File: config.mk
export PLATFORM = sky130hd
export DESIGN_NAME = fast_command_scheduler
export DESIGN_NICKNAME = d
export VERILOG_FILES = /design/src/rtl/fast_command_scheduler.sv
export SDC_FILE = /design/constraint.sdc
export NUM_CORES = 1
export LEC_CHECK = 0
export CAP_MARGIN = 10
export CORE_ASPECT_RATIO = 1.2
export CORE_UTILIZATION = 45
export CTS_BUF_LIST = sky130_fd_sc_hd__clkbuf_4
export DETAILED_ROUTE_END_ITERATION = 16
export GPL_ROUTABILITY_DRIVEN = 0
export GPL_TIMING_DRIVEN = 1
export PLACE_DENSITY = 0.87
export REMOVE_ABC_BUFFERS = 1
export SYNTH_ARGS = -nofsm -noshare
export SYNTH_HDL_FRONTEND = slang
export SYNTH_SLANG_ARGS = --single-unit
File: constraint.sdc
create_clock -name clk -period 5.6 [get_ports clk]
set_clock_uncertainty 0.15 [all_clocks]
set_input_delay 1.12 -clock clk [delete_from_list [all_inputs] [get_ports clk]]
set_output_delay 1.12 -clock clk [all_outputs]
set_load 0.03 [all_outputs]
File: src/rtl/fast_command_scheduler.sv
// Fast-command serializer: arbitrates a per-orbit BCR slot and NREQ requesters into framed 8-bit words.
// Latency: ack/word_strobe/first bit one cycle after the load edge; no backpressure, one word every 8 clocks.
// Optional collision counter built when FC_SCHED_COLLISION_CNT_EN is defined.
module fast_command_scheduler #(
    parameter int NREQ      = 4,
    parameter int ORBIT_LEN = 3564,
    parameter int BC_W      = 12
) (
    input  logic                 clk,
    input  logic                 arstn,
    input  logic                 enable,
    input  logic [NREQ-1:0]      req,
    input  logic [4*NREQ-1:0]    req_code,
    output logic [NREQ-1:0]      ack,
    input  logic                 orbit_en,
    input  logic [3:0]           bcr_code,
    input  logic [BC_W-1:0]      bcr_offset,
    output logic                 fc_out,
    output logic                 word_strobe,
    output logic [BC_W-1:0]      bc_count,
    output logic [15:0]          collision_count
);

    localparam logic [7:0]      IDLE_WORD = 8'b1100_0001;
    localparam logic [BC_W-1:0] BC_LAST   = BC_W'(ORBIT_LEN - 1);

    logic [2:0]      bit_ctr_q;
    logic [7:0]      sr_q, sr_d;
    logic [BC_W-1:0] bc_q, bc_d;
    logic [NREQ-1:0] ack_q, ack_d;
    logic            strobe_q;
    logic            load;
    logic            bcr_fire;
    logic [3:0]      payload;

    assign load     = (bit_ctr_q == 3'd7);
    assign bcr_fire = orbit_en && enable && (bc_q == bcr_offset);

    // Descending scan so the lowest pending index is the one left standing.
    always_comb begin
        ack_d   = '0;
        payload = 4'h0;
        if (bcr_fire) begin
            payload = bcr_code;
        end else if (enable) begin
            for (int i = NREQ - 1; i >= 0; i--) begin
                if (req[i]) begin
                    ack_d    = '0;
                    ack_d[i] = 1'b1;
                    payload  = req_code[4*i +: 4];
                end
            end
        end
    end

    // A zero payload frames to exactly the idle word, so no separate idle path is needed.
    always_comb begin
        sr_d = {sr_q[6:0], 1'b0};
        bc_d = bc_q;
        if (load) begin
            sr_d = {3'b110, payload, 1'b1};
            bc_d = (bc_q == BC_LAST) ? '0 : bc_q + BC_W'(1);
        end
    end

    always_ff @(posedge clk or negedge arstn) begin
        if (!arstn) begin
            bit_ctr_q <= 3'd0;
            sr_q      <= IDLE_WORD;
            bc_q      <= '0;
            ack_q     <= '0;
            strobe_q  <= 1'b0;
        end else begin
            bit_ctr_q <= bit_ctr_q + 3'd1;
            sr_q      <= sr_d;
            bc_q      <= bc_d;
            ack_q     <= load ? ack_d : '0;
            strobe_q  <= load;
        end
    end

`ifdef FC_SCHED_COLLISION_CNT_EN
    logic [15:0] coll_q;

    always_ff @(posedge clk or negedge arstn) begin
        if (!arstn) begin
            coll_q <= 16'h0000;
        end else if (load && bcr_fire && (|req) && (coll_q != 16'hFFFF)) begin
            coll_q <= coll_q + 16'd1;
        end
    end

    assign collision_count = coll_q;
`else
    assign collision_count = 16'h0000;
`endif

    assign fc_out      = sr_q[7];
    assign word_strobe = strobe_q;
    assign bc_count    = bc_q;
    assign ack         = ack_q;

endmodule

### Yosys cells after proc, flatten, opt, wreduce, memory -nomap -nowiden

Index checks and enable logic that the tools add are counted.

| storage, ports and cells | value |
|---|---|
| memories | 0 |
| register bits after elaboration | 28 |
| output and inout port bits | 34 |
| bits in writable memories | 0 |
| bits in latches | 0 |
| input port bits | 40 |
| ROM bits | 0 |

| operators by class | value |
|---|---|
| add/subtract/negate cells | 2 |
| equality and inequality tests | 3 |
| mux-type cells | 15 |
| bitwise gates (word level) | 0 |
| divide/modulo/power cells | 0 |
| reduce and logical (&&, ||, !) cells | 2 |
| order comparisons | 0 |
| multipliers | 0 |
| shift-type cells | 0 |

Operator list:

| kind | count |
|---|---|
| 4-bit two-way mux | 13 |
| 12-bit by 1-bit adder with 12-bit output, second input constant | 1 |
| 12-bit equality test | 1 |
| 12-bit equality test, second input constant | 1 |
| 12-bit two-way mux | 1 |
| 8-bit two-way mux | 1 |
| 3-bit by 1-bit adder with 3-bit output, second input constant | 1 |
| 3-bit equality test, second input constant | 1 |
| 1-bit logical AND | 2 |

### Logic depth before layout (Yosys ltp)

| depth | value |
|---|---|
| depth in word-level cells | 7 |
| depth in mapped cells | 8 |

### Worst setup path after synthesis

No wires, ideal clock.

| path | value |
|---|---|
| kind | input-to-reg |
| from | input bcr_offset[9] |
| to | register sr_q[1] |
| setup time | 0.142 ns |
| path buffers | 0 |
| arrival time | 2.075 ns |
| stages on the path | 5 |
| path slack | 3.233 ns |
| cells stage by stage | xnor2_1 > nand4_1 > nor4_4 > nand3b_4 > o221ai_1 |

| between the ends | value |
|---|---|
| longest elaborated chain between the ends | 4 |

Ends and longest elaborated chain:

| element | line | text |
|---|---|---|
| from (decl) | 17 | `input logic [BC_W-1:0] bcr_offset,` |
| 12-bit equality test | 37 | `assign bcr_fire = orbit_en && enable && (bc_q == bcr_offset);` |
| 1-bit logical AND | 37 |  |
| 4-bit two-way mux | 43 | `if (bcr_fire) begin` |
| 8-bit two-way mux | 60 | `if (load) begin` |
| named net sr_d[1] | 28 | `logic [7:0] sr_q, sr_d;` |
| to (signal assigned) | 75 | `sr_q <= sr_d;` |
| to (decl) | 28 |  |

The timed path passes the listed nets, and every way through them passes these cells.
A chain may end at the register's enable or synchronous reset.

### Worst setup path in the final report

| path | value |
|---|---|
| from | register bc_q[2], in the netlist bc_count[2] |
| to | output bc_count[2] |

RTL lines:

| element | line | text |
|---|---|---|
| from (decl) | 29 | `logic [BC_W-1:0] bc_q, bc_d;` |
| from (signal assigned) | 70 | `bc_q <= '0;` |
| from (signal assigned) | 76 | `bc_q <= bc_d;` |
| to (decl) | 20 | `output logic [BC_W-1:0] bc_count,` |

No word-level cell between the ends.

==> out/results.tsv <==
stage	metric	value	unit
outcome	status	completed	
cts	numCtsBuffers	3	
cts	clk_pin_slew	0.14	ns
worst_setup_path	cp_data_arrival_time	1.61	ns
worst_setup_path	slowest_delay	0.74	ns
synthesis	synth_common_cells	dfrtp_1, xnor2_1, buf_4	
detailed_routing	wl_met1	1.373	mm
detailed_routing	avgRoutedWirePerCell	13.49	µm
sta	fin_tns_setup	0	ns
floorplanning	start_util	48.93	%
worst_setup_path	crit_path_end_kind	output port	
cts	cts_tree	done	
hold_path	hold_path_class	reg -> reg	
worst_setup_path	path_depth	1	
worst_setup_path	r2r-end	bc_count[10]	
detailed_routing	ant_nets	0	
synthesis	syn-cell-area	1549	µm²
global_route	gr-usage-all-layers	18.33	%
floorplanning	die_h	66.27	µm
final_layout	finish.instance_area	2106	µm²
synthesis	synth.distinct_cells	28	
sta	drv_slew	0	
sta	finalHoldViolCount	0	
final_layout	final_nets	249	
power	ir_drop	104.6	µV
detailed_routing	top_layer	met4	
power	power.density	170.0	nW/µm²
synthesis	synth_area_leaders	dfrtp_1, xnor2_1, buf_4, dfstp_2, nand3_1	
power	p_leak	0.9189	nW
floorplanning	die_w	55.56	µm
floorplanning	rows	22	
placement	place_area	2076	µm²
worst_setup_path	critPathLaunchType	register	
worst_setup_path	crit_path_top_delay_cell	clkdlybuf4s50_1	
worst_setup_path	setup.worst_path.end	bc_count[2]	
cts	cts.sinks	28	
synthesis	yosysWarnings	0	
placement	portBuffers	57	
sta	clock.fmax	346.7	MHz
synthesis	synth-seq-cells	28	
detailed_routing	remaining_drc_errors	0	
synthesis	synth_edf_count	0	
sta	fin_crit	2.885	ns
final_layout	areaGrowthSynthToFinish	35.95	%
cts	hold_buffers	0	
worst_setup_path	critPathKind	reg -> out	
sta	rsz0062_at_grt	false	
floorplanning	dieArea	3682	µm²
detailed_routing	met2_length	1.624	mm
global_route	grt_max_degree	29	
placement	dp_hpwl	2.494	mm
sta	max-slew-margin-rel	49.96	%
worst_setup_path	startpoint	bc_count[2]	
global_route	grt_overflow_total	0	
cts	clockBufferDepth	2	
worst_setup_path	reg2reg_from	bit_ctr_q[0]	
cts	clockRootBuffer	clkbuf_4	
cts	cts_setup_buffers	0	
global_route	antenna_found_initial	0	
global_route	grt_pass1_vias	1183	
worst_setup_path	path_buf_inv	1	
worst_setup_path	crit_fanout	7	
synthesis	ys_seq_area_share	45.48	%
worst_setup_path	crit_chain	clkdlybuf4s50_1	
final_layout	utilization	66.52	%
detailed_routing	wl_met3	241	µm
hold_path	whs_path_depth	1	
worst_setup_path	r2r_setup_slack	3.31	ns
cts	cts_resized	0	
final_layout	seqCellArea	704.4	µm²
sta	setup_viol	0	
synthesis	synth_top_area_share	40.39	%
final_layout	fill_cells	279	
synthesis	synth_most_common_cell	dfrtp_1	
worst_setup_path	critical-path-top-delay-family	buffers and inverters	
detailed_routing	via_count	1244	
job	cap_violations	0	
synthesis	ys_async_sr_fraction	100.0	%
global_route	grt_pass1_wl	5.319	mm
cts	insertion_delay	0.32	ns
sta	finalCritPeriodShare	51.51	%
sta	tightest_slew	0.7506	ns
detailed_routing	dr.pass1.iters	4	
floorplanning	core	3166	µm²
final_layout	drive_above_1_share	6.341	%
detailed_routing	drt_iter0_drc	56	
synthesis	synthCells	150	
worst_setup_path	worstPathRequired	4.33	ns
floorplanning	io_pins	74	
cts	ctsHtreeMaxLevel	1	
final_layout	num_antenna_cells	0	
detailed_routing	routed_via_density	5.162	
detailed_routing	drt-total-wl	3.252	mm
synthesis	synth_ff_type	dfrtp_1	
synthesis	synth_largest_area_cell	dfrtp_1	
final_layout	multi_input_area	725.7	µm²
synthesis	post_synth.cell_area_avg	10.33	µm²
worst_setup_path	r2r_cells	7	
## where the power goes
part           internal, mW  switching [mW]  total, mW
Sequential            0.204        0.000403      0.205
Clock                0.0326          0.0565     0.0891
Combinational        0.0324          0.0317     0.0641
## routing by layer
metal  track usage [%]  vias up
met5                 0        -
met1             22.65      596
met3             3.327        2
met4             4.688        0
li1                  -      588
met2             32.98       58
## cell type report
cell class | instances | area share (%)
multi-input cells | 109 | 34.46
clock buffers | 4 | 1.426
repair buffers | 58 | 27.45
flip-flops and latches | 28 | 33.45
well taps | 36 | 2.139
inverters | 6 | 1.070
## kinds of logic (layout without fill, tap and decap cells)
kind of cell / count (synthesis) / in the layout / share of synthesized area, %
AND/OR/NAND/NOR: 54 / 54 / 20.60
flip-flops: 28 / 28 / 45.48
buffers and inverters: 28 / 68 / 11.31
XOR/XNOR: 23 / 23 / 13.49
AO/OA/AOI/OAI: 12 / 12 / 5.815
adder cells (fa/ha/maj): 3 / 3 / 2.424
other: 1 / 16 / 0.2421
multiplexers: 1 / 1 / 0.6462
## layout by cell type, fill, tap and decap left out
cell type / synthesis / final
clkdlybuf4s50_1: 0 / 57
nand3b_4: 1 / 1
clkbuf_4: 0 / 4
a21oi_1: 4 / 4
dfrtp_1: 25 / 25
xnor2_1: 18 / 18
mux2i_1: 1 / 1
nor3_1: 4 / 4
nand3_1: 11 / 11
nor4_4: 1 / 1
buf_4: 16 / 1
nor2_1: 13 / 13
nand2_1: 2 / 2
a221oi_1: 4 / 4
inv_1: 6 / 6
o221ai_1: 4 / 4
dfstp_2: 3 / 3
ha_1: 3 / 3
and3_1: 6 / 6
nand4_1: 4 / 4
nor3b_1: 1 / 1
nor2b_1: 6 / 6
conb_1: 1 / 16
xnor2_2: 1 / 1
or2_2: 2 / 2
xor2_1: 4 / 4
nor4b_1: 3 / 3
## per-stage QoR
step	setup slack, ns	total power [mW]	instances	hold WS, ns
after floorplan	3.215	0.2348	143	0.2506
after global placement	2.641	0.2718	237	0.2639
after detailed placement	2.534	0.2728	237	0.2786
after CTS	2.688	0.3597	241	0.2981
after global routing	2.646	0.3733	241	0.3184
final	2.715	0.3579	241	0.2932
## worst min path at each step
stage	endpoint	start
finish	bit_ctr_q[0]	bit_ctr_q[0]
global route	bit_ctr_q[0]	bit_ctr_q[0]
CTS	bit_ctr_q[0]	bit_ctr_q[0]
detailed placement	bit_ctr_q[0]	bit_ctr_q[0]
global placement	bit_ctr_q[0]	bit_ctr_q[0]
floorplan	bit_ctr_q[0]	bit_ctr_q[0]
## state kept, by name (all words and copies together), names as in the netlist
register / cells
sr_q: 8
bc_count: 12
bit_ctr_q: 3
ack: 4
word_strobe: 1
No activity file was read; power rests on OpenSTA's default activity.
